==> src/rtl/demux2_stream.sv <==
// Elastic 1-to-2 valid/ready demultiplexer with a main+skid buffer.
// The head word is routed to port A or port B by its select bit, and words leave strictly in order.
module demux2_stream #(
   parameter int WIDTH = 32,
   parameter int CNT_W = 8
) (
   input  logic             clk,
   input  logic             rst_n,
   input  logic             in_valid,
   output logic             in_ready,
   input  logic             in_sel,
   input  logic [WIDTH-1:0] in_data,
   output logic             a_valid,
   input  logic             a_ready,
   output logic [WIDTH-1:0] a_data,
   output logic             b_valid,
   input  logic             b_ready,
   output logic [WIDTH-1:0] b_data,
   output logic [CNT_W-1:0] cnt_a,
   output logic [CNT_W-1:0] cnt_b
);

   typedef enum logic [1:0] {
      EMPTY = 2'd0,
      ONE   = 2'd1,
      TWO   = 2'd2
   } state_t;

   state_t             state_q, state_d;
   logic               mSel_q, mSel_d;
   logic [WIDTH-1:0]   mData_q, mData_d;
   logic               sSel_q, sSel_d;
   logic [WIDTH-1:0]   sData_q, sData_d;
   logic [CNT_W-1:0]   cntA_q, cntA_d;
   logic [CNT_W-1:0]   cntB_q, cntB_d;

   logic occupied;
   logic inFire;
   logic aFire;
   logic bFire;
   logic outFire;

   // Every handshake output is decoded from registers only, so ready never ripples back to in_ready.
   assign occupied = (state_q != EMPTY);
   assign in_ready = (state_q != TWO);
   assign a_valid  = occupied & ~mSel_q;
   assign b_valid  = occupied &  mSel_q;
   assign a_data   = occupied ? mData_q : '0;
   assign b_data   = occupied ? mData_q : '0;
   assign cnt_a    = cntA_q;
   assign cnt_b    = cntB_q;

   assign inFire  = in_valid & in_ready;
   assign aFire   = a_valid & a_ready;
   assign bFire   = b_valid & b_ready;
   assign outFire = aFire | bFire;

   always_comb begin
      state_d = state_q;
      mSel_d  = mSel_q;
      mData_d = mData_q;
      sSel_d  = sSel_q;
      sData_d = sData_q;
      cntA_d  = aFire ? cntA_q + CNT_W'(1) : cntA_q;
      cntB_d  = bFire ? cntB_q + CNT_W'(1) : cntB_q;

      unique case (state_q)
         EMPTY: begin
            if (inFire) begin
               state_d = ONE;
               mSel_d  = in_sel;
               mData_d = in_data;
            end
         end
         ONE: begin
            if (inFire && !outFire) begin
               state_d = TWO;
               sSel_d  = in_sel;
               sData_d = in_data;
            end else if (inFire && outFire) begin
               mSel_d  = in_sel;
               mData_d = in_data;
            end else if (outFire) begin
               state_d = EMPTY;
            end
         end
         TWO: begin
            // The skid word moves up to the head; input stays blocked this cycle.
            if (outFire) begin
               state_d = ONE;
               mSel_d  = sSel_q;
               mData_d = sData_q;
            end
         end
         default: state_d = EMPTY;
      endcase
   end

   always_ff @(posedge clk or negedge rst_n) begin
      if (!rst_n) begin
         state_q <= EMPTY;
         mSel_q  <= 1'b0;
         mData_q <= '0;
         sSel_q  <= 1'b0;
         sData_q <= '0;
         cntA_q  <= '0;
         cntB_q  <= '0;
      end else begin
         state_q <= state_d;
         mSel_q  <= mSel_d;
         mData_q <= mData_d;
         sSel_q  <= sSel_d;
         sData_q <= sData_d;
         cntA_q  <= cntA_d;
         cntB_q  <= cntB_d;
      end
   end

endmodule
==> config.mk <==
export PLATFORM = sky130hd
export DESIGN_NAME = demux2_stream
export DESIGN_NICKNAME = d
export VERILOG_FILES = /design/src/rtl/demux2_stream.sv
export SDC_FILE = /design/constraint.sdc
export NUM_CORES = 1
export LEC_CHECK = 0
export ABC_AREA = 1
export CAP_MARGIN = 30
export CORE_MARGIN = 2
export CORE_UTILIZATION = 49
export CTS_BUF_LIST = sky130_fd_sc_hd__clkbuf_8 sky130_fd_sc_hd__clkbuf_16
export DETAILED_ROUTE_END_ITERATION = 16
export PLACE_DENSITY = 0.81
export SKIP_CTS_REPAIR_TIMING = 1
export SYNTH_ARGS = -nofsm -noshare
export SYNTH_HDL_FRONTEND = slang
export SYNTH_SLANG_ARGS = --single-unit
==> constraint.sdc <==
create_clock -name clk -period 1.8 [get_ports clk]
set_input_delay 0.27 -clock clk [delete_from_list [all_inputs] [get_ports clk]]
set_output_delay 0.27 -clock clk [all_outputs]
set_load 0.02 [all_outputs]
Yosys cells after proc, flatten, opt, wreduce, memory -nomap -nowiden

Cells that the tools add are included.

Flip-flop bits (word level): 84
Input bits: 38
Output and inout port bits: 83

$add $sub $neg: 2
Eq/ne operators: 9
Mux-type cells: 17
Bitwise gates (word level): 7
Reduce and logical (&&, ||, !) cells: 9

Operator list:

| kind                                          | number |
|---|---|
| 2-to-1 mux 32 bit                             | 5 |
| one-hot mux 32 bit (3 select lines)           | 1 |
| adder 8 x 1 -> 8 bit, second input constant   | 2 |
| 2-to-1 mux 2 bit                              | 5 |
| inequality test 2 bit, second input constant  | 5 |
| inequality test 3 bit, second input constant  | 2 |
| one-hot mux 2 bit (3 select lines)            | 1 |
| bitwise AND 1 bit                             | 5 |
| AND reduction 5 bit                           | 1 |
| 2-to-1 mux 1 bit                              | 4 |
| AND reduction 4 bit                           | 1 |
| one-hot mux 1 bit (3 select lines)            | 1 |
| nonzero test 3 bit                            | 1 |
| == test 2 x 1 -> 1 bit, second input constant | 1 |
| == test 2 bit, second input constant          | 1 |
| logical AND 1 bit                             | 2 |
| logical NOT 2 bit                             | 1 |
| AND reduction 2 bit                           | 1 |
| nonzero test 2 bit                            | 1 |
| logical NOT 1 bit                             | 1 |
| inverter 1 bit                                | 1 |
| OR 1 bit                                      | 1 |

Depth between registers and ports, before layout

Gate-level depths: netlist (run 1).

Word-level depth: 8
Depth in mapped cells: 9
Mapped depth without buffers: 7

Least setup slack after synthesis (run 1)

Ideal clock, no wire load.

Path kind: register -> output
Start point: register state_q[1]
End point: output b_data[10]
Arrival: 1,497 ps
Path slack: 33 ps
Cell stages (with the launch flop): 8
Cell sequence: dfrtp_1 buf_4 inv_4 nand2_8 clkinv_1 clkbuf_1 nor2_1 buf_4

Word-level cells in the longest chain between the ends: 2

Ends and longest elaborated chain:

| item                   | RTL line | source |
|---|---|---|
| start, declared        | 29       | `state_t state_q, state_d;` |
| start signal, assigned | 109      | `state_q <= state_d;` |
| nonzero test 2 bit     | 44       | `assign occupied = (state_q != EMPTY);` |
| 2-to-1 mux 32 bit      | n/a      |  |
| end, declared          | 18       | `output logic [WIDTH-1:0] b_data,` |

No other way between the ends.

Worst setup path in the final report (run 1)

Start point: register state_q[0]
End point: output in_ready

Word-level cells in the longest chain between the ends: 1

Ends and longest elaborated chain:

| item                  | RTL line | source |
|---|---|---|
| inequality test 2 bit | 45       | `assign in_ready = (state_q != TWO);` |
| end, declared         | 10       | `output logic in_ready,` |

No other way between the ends.

==> out/qor.csv, run 1 <==
stage;metric;value;unit
yosys;top cell type's share of synthesized area;46.2;%
min_path;HP Class;in2async;
yosys;Mapped Avg Cell Area;7.35;sq um
yosys;Yosys reg bits;84;
die;initial cell density of the core;49.9;%
cts;cts bufs inserted;9;
cells_and_area;Layout area overhead;26.7;%
cells_and_area;Nets;750;
timing;Slew Viols, Final;0;
timing;period utilization;96.9;%
setup_path;Worst Setup End Kind;output port;
die;Top Ports;121;
cells_and_area;post-layout util;63.2;%
timing;Slew HR;75.9;%
drt;Initial DRC Count;309;
timing;final hold vios;0;
yosys;number of flops mapped to enable cells by yosys;0;
grt;pin count of the biggest net entering global routing;50;
flow_run;maximum capacitance violations;0;
placement;IO Port Bufs;120;
placement;gpl congestion;0.871;
yosys;library cells used by synthesis;26;
grt;initial antenna violation count;0;
setup_path;CP Launch Type;flip-flop;
cells_and_area;commonest non-fill, non-tap cell in the layout;nand2_1;
timing;Slew @ Worst Pin;361;ps
die;die width;100;um
run_status;status;complete, no violations;
timing;RSZ-0062 raised after global routing;true;
yosys;mapped cell area;4550;sq um
yosys;largest cells by area after synthesis;dfrtp_1, nand2_1, nand3_1;
timing;worst hold slack;275;ps
placement;detailed-placement wirelength estimate;7460;um
cts;clock-pin slew on the worst setup and hold paths;80;ps
cts;CTS tree;yes;
grt;GRT met1 Usage;28.9;%
drt;Antenna Violating Nets Remaining;0;
grt;vias in the first global route;3876;
drt;total number of vias;4050;
setup_path;R2R Setup Slk;110;ps
cts;maximum clock path buffer count;2;
die;# rows;35;
cts;Clock Tree Root;clkbuf_8;
cells_and_area;final instance area;5760;sq um
setup_path;crit path max-delay cell type;dfrtp_1;
grt;GRT met2 Usage;38.6;%
die;core area;9110;sq um
die;die area;10100;sq um
grt;GRT Max-Usage Layer;met2;
yosys;ys flop type;dfrtp_1;
yosys;Mapped Cells;619;
drt;# DRC;0;
setup_path;Worst EP arrival;1470;ps
setup_path;CP max stage delay;390;ps
drt;DRT Wirelength;10800;um
cells_and_area;share of layout cells above drive strength 1;18.5;%
placement;DP Area;5650;sq um
timing;Worst Clk Skew;9.55;ps
timing;Fmax;573;MHz
drt;vias per cell;4.91;
drt;Pre-antenna DRT Iters;4;
power;Worst VDD drop;0.000887;V
power;static leakage;3.22;nW
grt;GRT Total Usage;22.6;%
grt;GR Overflow Total;0;
yosys;Synth area leader;dfrtp_1;
setup_path;CP Cell Sequence;inv_2 > buf_8 > nand2_2 > dlymetal6s2s_1;
yosys;FFs w/ async S/R, synth;100;%
cells_and_area;# diodes;0;
yosys;register area share after synthesis;46.2;%
drt;WL/cell;13.1;um
cts;Clock Latency Late Sink;360;ps
setup_path;Setup Crit Path Kind;reg2out;
cells_and_area;fin cells;825;
setup_path;Worst Path Max Fanout;34;
grt;grt met3 use;3.83;%
timing;Setup violations, final;0;
die;die height;100;um
power;PwrDens;1950;nW/um^2
timing;minimum clock period;1740;ps
yosys;Synth Warn #;0;
cts;Sink Count;84;
grt;global-route wire length before repair;17900;um
setup_path;Worst Path Required;1530;ps
cells_and_area;most frequent cells in the layout;nand2_1, dfrtp_1, nand3_1;
yosys;syn nets;659;
placement;Post-Place Cells;807;
cts;H-tree depth;3;
[synth_stat cells, drive strengths merged, types with 2 or more instances]
cell type  instances
buf               50
clkbuf            10
dfrtp             84
ha                 2
inv               56
nand2            283
nand3             76
nand3b             2
nand4              5
nor2              39
o21ai              2
xnor2              3
xor2               5
[registers in the layout, summed over array words and instances (netlist names)]
name / cells
mData_q: 32
sData_q: 32
cnt_a: 8
cnt_b: 8
state_q: 2
mSel_q: 1
sSel_q: 1
[power breakdown]
part	switching, mW	total (mW)	internal (mW)
registers	0.525	3.26	2.74
logic	4.11	6.52	2.41
clock network	0.674	1.45	0.775
total	5.31	11.2	5.93
[metal layers]
| metal | wire, um | vias up |
|---|---|---|
| met5 | 0 | - |
| met4 | 196 | 0 |
| met3 | 660 | 18 |
| met2 | 5410 | 131 |
| met1 | 4570 | 1861 |
| li1 | - | 2040 |
[cell type report]
cell class                      count  area, sq um
Clock inverter                      6         90.1
Clock buffer                        9          124
Fill cell                         823         3350
Timing Repair Buffer              140         1190
Sequential cell                    84         2100
Inverter                           57          220
Multi-Input combinational cell    418         1890
Tap cell                          111          139
[worst paths after layout]
check	depth (start not counted)	endpoint	from
worst max-delay path	4	in_ready	state_q[0]
worst min-delay path	2	cnt_b[4]	rst_n
worst max register to register	8	mData_q[9]	state_q[0]
worst min register to register	2	mData_q[19]	mData_q[19]
max in group asynchronous	3	mData_q[14]	rst_n
min in group clk	3	sData_q[16]	in_data[16]
[through the flow]
| step | power (mW) | worst slack [ps] | setup TNS, ps |
|---|---|---|---|
| 6_report | 11.2 | 55.4 | 0 |
| 5_1_grt | 12.1 | -39.2 | -686 |
| 2_1_floorplan | 7.80 | 32.6 | 0 |
| 3_5_place_dp | 9.99 | -93.9 | -3560 |
| 4_1_cts | 11.5 | -489 | -30140 |
| 3_3_place_gp | 9.80 | -41.9 | -446 |
[worst max-delay path, delay by kind of cell, from the launching register on]
family                 cells  cell delay, ps
buffers and inverters      3             610
flip-flops                 1             390
AND/OR/NAND/NOR            1             110
[cells by family (layout without fill, tap and decap cells)]
family / count (synthesis) / count (layout) / share of synthesized area (%)
AND/OR/NAND/NOR: 405 / 405 / 37.6
buffers and inverters: 117 / 212 / 13.6
flip-flops: 84 / 84 / 46.2
XOR/XNOR: 8 / 8 / 1.54
AO/OA/AOI/OAI: 3 / 3 / 0.413
adder cells (fa/ha/maj): 2 / 2 / 0.550
(Power assumes the default switching activity.)
==> run 2, diff against run 1 <==
--- a/config.mk
+++ b/config.mk
@@ -11,7 +11,8 @@
 export CORE_UTILIZATION = 49
 export CTS_BUF_LIST = sky130_fd_sc_hd__clkbuf_8 sky130_fd_sc_hd__clkbuf_16
 export DETAILED_ROUTE_END_ITERATION = 16
-export PLACE_DENSITY = 0.81
+export GPL_ROUTABILITY_DRIVEN = 0
+export PLACE_DENSITY_LB_ADDON = 0.1
 export SKIP_CTS_REPAIR_TIMING = 1
 export SYNTH_ARGS = -nofsm -noshare
 export SYNTH_HDL_FRONTEND = slang
==> out/qor.csv, run 2 (synthesis results as in run 1) <==
stage;metric;value;unit;change
cts;CTS tree;yes;;
cts;clock-pin slew on the worst setup and hold paths;90;ps;about the same
setup_path;Worst EP arrival;1510;ps;+40 ps
grt;initial antenna violation count;0;;unchanged
min_path;HP Class;in2async;;
cts;cts bufs inserted;9;;unchanged
cells_and_area;# diodes;0;;unchanged
drt;Initial DRC Count;206;;-33%
cells_and_area;most frequent cells in the layout;nand2_1, dfrtp_1, nand3_1, buf_4, inv_1;;
die;die area;10100;sq um;unchanged
die;initial cell density of the core;49.9;%;unchanged
drt;vias per cell;4.96;;+1.0%
drt;WL/cell;13.1;um;about the same
grt;pin count of the biggest net entering global routing;41;;-18%
timing;minimum clock period;1780;ps;+37.0 ps
timing;Slew HR;70.0;%;-5.9 points
die;die width;100;um;unchanged
timing;period utilization;99.0;%;+2.1 points
grt;GRT Total Usage;22.5;%;-0.090 points
power;Worst VDD drop;0.000917;V;+3.4%
setup_path;Worst Path Required;1530;ps;about the same
setup_path;Top delay family on crit path;buffers and inverters;;
drt;Antenna Violating Nets Remaining;0;;unchanged
cells_and_area;Nets;751;;+0.13%
cells_and_area;share of layout cells above drive strength 1;20.1;%;+1.6 points
drt;# DRC;0;;unchanged
timing;RSZ-0062 raised after global routing;true;;
cells_and_area;post-layout util;64.4;%;+1.2 points
setup_path;crit path max-delay cell type;dfrtp_1;;
flow_run;maximum capacitance violations;0;;unchanged
die;die height;100;um;unchanged
setup_path;Worst Path Max Fanout;16;;-53%
setup_path;CP Launch Type;flip-flop;;
cts;maximum clock path buffer count;2;;unchanged
timing;Worst Clk Skew;11.7;ps;+2.11 ps
cts;H-tree depth;3;;unchanged
power;PwrDens;1970;nW/um^2;+1.0%
setup_path;CP max stage delay;400;ps;about the same
timing;Slew @ Worst Pin;450;ps;+88.5 ps
timing;Setup violations, final;0;;unchanged
die;Top Ports;121;;unchanged
drt;DRT Wirelength;10900;um;+0.18%
timing;Fmax;561;MHz;-2.1%
timing;Slew Viols, Final;0;;unchanged
setup_path;CP bufs+invs;4;;+1
die;# rows;35;;unchanged
grt;GR Overflow Total;0;;unchanged
timing;final hold vios;0;;unchanged
placement;detailed-placement wirelength estimate;7530;um;+0.86%
setup_path;Setup Crit Path Kind;reg2out;;
drt;total number of vias;4102;;+1.3%
cells_and_area;Layout area overhead;29.0;%;
power;Total Power;11.6;mW;+2.9%
grt;vias in the first global route;3788;;-2.3%
setup_path;CP Cell Sequence;inv_4 > nand2_8 > clkinvlp_4 > buf_8 > nor2_1 > buf_4;;
cts;Sink Count;84;;unchanged
die;core area;9110;sq um;unchanged
grt;global-route wire length before repair;17900;um;about the same
cells_and_area;commonest non-fill, non-tap cell in the layout;nand2_1;;
cts;Clock Tree Root;clkbuf_8;;
power;static leakage;3.26;nW;+1.4%
cells_and_area;biggest regs;mData_q: 32 flops, sData_q: 32 flops;;
setup_path;Worst Setup End Kind;output port;;
cts;Clock Latency Late Sink;360;ps;about the same
run_status;status;complete, no violations;;
placement;IO Port Bufs;120;;unchanged
drt;Pre-antenna DRT Iters;5;;+1
==> run 2: cell count changes in the layout (fill, tap and decap cells not counted), sizes merged <==
cell,previous run,this run
buf,77,86
clkbuf,18,12
clkdlybuf4s50,52,51
clkinv,3,2
inv,56,57
==> run 2: worst register-to-register path: stages (launching register included) <==
cell,delay [ps]
dfrtp_1,400
buf_4,140
buf_8,230
nand2_2,120
buf_4,210
o21ai_4,130
nand2_8,200
nand2_1,130
nand2_1,60
==> run 2: final timing paths <==
| check | from | cells past startpoint | slack, ps | endpoint |
|---|---|---|---|---|
| worst max-delay path | state_q[1] | 6 | 20 | b_data[7] |
| worst min-delay path | rst_n | 2 | 380 | cnt_a[5] |
| worst max register to register | state_q[1] | 8 | 80 | mData_q[8] |
| worst min register to register | mData_q[11] | 2 | 480 | mData_q[11] |
| max in group asynchronous | rst_n | 3 | 840 | state_q[0] |
| min in group clk | in_data[15] | 3 | 460 | sData_q[15] |
==> run 2: routing by layer <==
metal	vias up	GRT usage, %	routed length [um]
met5	-	0	0
met4	0	8.75	164
met3	12	3.20	661
met2	149	36.5	5160
met1	1904	30.6	4860
li1	2037	-	-
==> run 2: report_power, final <==
group	switching, mW	internal (mW)	total [mW]
Sequential	0.535	2.74	3.27
Combinational	4.17	2.61	6.78
Clock	0.692	0.819	1.51
Total	5.39	6.17	11.6
==> run 2: stage by stage <==
| step | hold WS [ps] | cell area, sq um | std cells | setup slack (ps) | setup TNS (ps) |
|---|---|---|---|---|---|
| after global placement | 260 | 5670 | 808 | -52.9 | -1420 |
| after global routing | 423 | 5860 | 827 | -62.5 | -750 |
| after floorplan | -25.6 | 4550 | 619 | 32.6 | 0 |
| after CTS | -151 | 5900 | 824 | -484 | -32230 |
| after detailed placement | 248 | 5670 | 808 | -106 | -4520 |
| final | 381 | 5860 | 827 | 18.5 | 0 |
==> run 2: final cells by class <==
cell class | instances | area (sq um)
fill | 816 | 3240
sequential | 84 | 2100
multi-input combinational | 418 | 1910
timing repair buffer | 141 | 1270
inverter | 57 | 220
tap | 111 | 139
clock buffer | 10 | 138
clock inverter | 6 | 86.3
==> run 3, diff against run 2 <==
--- a/config.mk
+++ b/config.mk
@@ -7,6 +7,7 @@
 export LEC_CHECK = 0
 export ABC_AREA = 1
 export CAP_MARGIN = 30
+export CORE_ASPECT_RATIO = 0.5
 export CORE_MARGIN = 2
 export CORE_UTILIZATION = 49
 export CTS_BUF_LIST = sky130_fd_sc_hd__clkbuf_8 sky130_fd_sc_hd__clkbuf_16
==> out/qor.csv, run 3 (synthesis results as in run 1) <==
stage;metric;value;unit;change
placement;Place WS;-43.0;ps;+62.9 ps
cts;clock-pin slew on the worst setup and hold paths;60;ps;-30 ps
drt;Antenna Violating Nets Remaining;0;;unchanged
cts;Sink Count;84;;unchanged
placement;DP Area;5750;sq um;+1.3%
setup_path;Worst Path Max Fanout;13;;-3
timing;Slew @ Worst Pin;448;ps;-2.11 ps
min_path;HP Class;in2async;;
power;PwrDens;1970;nW/um^2;-0.34%
power;combinational fraction of design power;56.4;%;-2.2 points
timing;Slew Viols, Final;0;;unchanged
grt;GRT Total Usage;22.5;%;+0.060 points
placement;Post-Place Cells;818;;+1.2%
timing;minimum clock period;1730;ps;-53.4 ps
power;switching share of total power;46.9;%;+0.29 points
flow_run;maximum capacitance violations;0;;unchanged
grt;initial antenna violation count;0;;unchanged
setup_path;CP Cell Sequence;inv_2 > nand2_8 > clkinv_1 > buf_4 > nor2_2 > buf_2;;
die;initial cell density of the core;51.3;%;+1.4 points
grt;global-route wire length before repair;18200;um;+1.7%
power;static leakage;3.27;nW;+0.28%
timing;fin worst setup slack;71.9;ps;+53.4 ps
cells_and_area;Nets;753;;+0.27%
cts;Clock Latency Late Sink;330;ps;-30 ps
drt;DRT Wirelength;10900;um;+0.71%
timing;Worst Clk Skew;6.41;ps;-5.25 ps
timing;Setup violations, final;0;;unchanged
power;NetSw;5.34;mW;-1.1%
timing;TNS Setup;0;ps;unchanged
die;die area;10100;sq um;+0.46%
placement;IO Port Bufs;120;;unchanged
run_status;status;complete, no violations;;
die;Top Ports;121;;unchanged
timing;period utilization;96.0;%;-3.0 points
drt;vias per cell;4.86;;-2.1%
power;Worst VDD drop;0.000871;V;-5.0%
drt;Initial DRC Count;337;;+64%
setup_path;crit path max-delay cell type;dfrtp_1;;
power;internal power;6.03;mW;-2.2%
drt;total number of vias;4056;;-1.1%
die;# rows;24;;-31%
placement;detailed-placement wirelength estimate;7490;um;-0.48%
cells_and_area;biggest regs;mData_q: 32 flops, sData_q: 32 flops;;
cells_and_area;final instance area;5790;sq um;-1.3%
power;sequential share of power;28.8;%;+0.5 points
timing;Fmax;579;MHz;+3.1%
power;Total Power;11.4;mW;-1.7%
die;die width;140;um;+40%
setup_path;Setup Crit Path Kind;reg2out;;
timing;Slew HR;70.1;%;+0.14 points
cells_and_area;Fill cells;837;;+2.6%
timing;worst hold slack;449;ps;+68.2 ps
drt;WL/cell;13.1;um;-0.26%
cells_and_area;most frequent cells in the layout;nand2_1, dfrtp_1, nand3_1;;
grt;pin count of the biggest net entering global routing;36;;-12%
power;Clk pwr share;14.8;%;+1.7 points
setup_path;CP Launch Type;flip-flop;;
cells_and_area;share of layout cells above drive strength 1;17.4;%;-2.7 points
cts;H-tree depth;3;;unchanged
cts;Clock Tree Root;clkbuf_16;;
die;die height;72.1;um;-28%
cts;cts bufs inserted;9;;unchanged
timing;RSZ-0062 raised after global routing;true;;
grt;GR Overflow Total;0;;unchanged
setup_path;Worst Path Required;1530;ps;about the same
cells_and_area;commonest non-fill, non-tap cell in the layout;nand2_1;;
cts;maximum clock path buffer count;2;;unchanged
cells_and_area;post-layout util;65.3;%;+0.93 points
drt;# DRC;0;;unchanged
drt;Pre-antenna DRT Iters;5;;unchanged
cells_and_area;Layout area overhead;27.2;%;
setup_path;CP max stage delay;360;ps;-40 ps
die;core area;8860;sq um;-2.7%
setup_path;Worst Setup End Kind;output port;;
timing;final hold vios;0;;unchanged
setup_path;Worst EP arrival;1460;ps;-50 ps
cts;CTS tree;yes;;
grt;vias in the first global route;3859;;+1.9%
cells_and_area;fin cells;835;;+0.97%
cells_and_area;# diodes;0;;unchanged
run 3: cell count changes in the layout (fill, tap and decap cells not counted), moves of 2 or more:
cell / change
buf_12: +3
buf_2: +34
buf_4: -46
buf_8: -3
bufinv_16: -2
clkbuf_16: +9
clkbuf_2: +12
clkbuf_8: -9
inv_1: +2
nor2_1: +17
nor2_2: -17
run 3: path summary, 6_finish.rpt:
kind | startpoint | endpoint | slack (ps) | cells after the start
min reg2reg | mData_q[12] | mData_q[12] | 470 | 2
min | rst_n | sData_q[24] | 450 | 2
max reg2reg | state_q[1] | mData_q[13] | 150 | 8
max in group asynchronous | rst_n | cnt_b[1] | 770 | 3
max | state_q[0] | b_data[8] | 70 | 6
min in group clk | mData_q[12] | mData_q[12] | 470 | 2
run 3: worst max-delay path: cells and delay by family (launching register included):
kind	cells	cell delay (ps)
flops	1	360
simple gates	2	210
buf+inv	4	560
run 3: layout make-up:
type                       count  area [sq um]  share of cell area [%]
clock buffer                  10           239                    4.13
clock inverter                 6          32.5                   0.562
inverter                      57           216                    3.74
multi-input combinational    418          1860                    32.2
sequential                    84          2100                    36.3
tap                          117           146                    2.53
timing repair buffer         143          1190                    20.5
run 3: per-layer routing:
layer  up-vias  GRT usage (%)  routed length, um
li1       2044              -                  -
met1      1879           30.2               4950
met2       126           38.0               5240
met3         7           4.95                688
met4         0           5.61                 57
met5         -              0                  0
run 3: power by group through the flow:
| stage | Combinational (mW) | Clock [mW] | Sequential, mW |
|---|---|---|---|
| final | 6.41 | 1.68 | 3.27 |
| after global routing | 7.04 | 1.80 | 3.38 |
| after CTS | 6.97 | 1.72 | 3.27 |
| after detailed placement | 6.94 | 0 | 3.29 |
| after global placement | 6.83 | 0 | 3.26 |
| after floorplan | 4.51 | 0 | 3.29 |
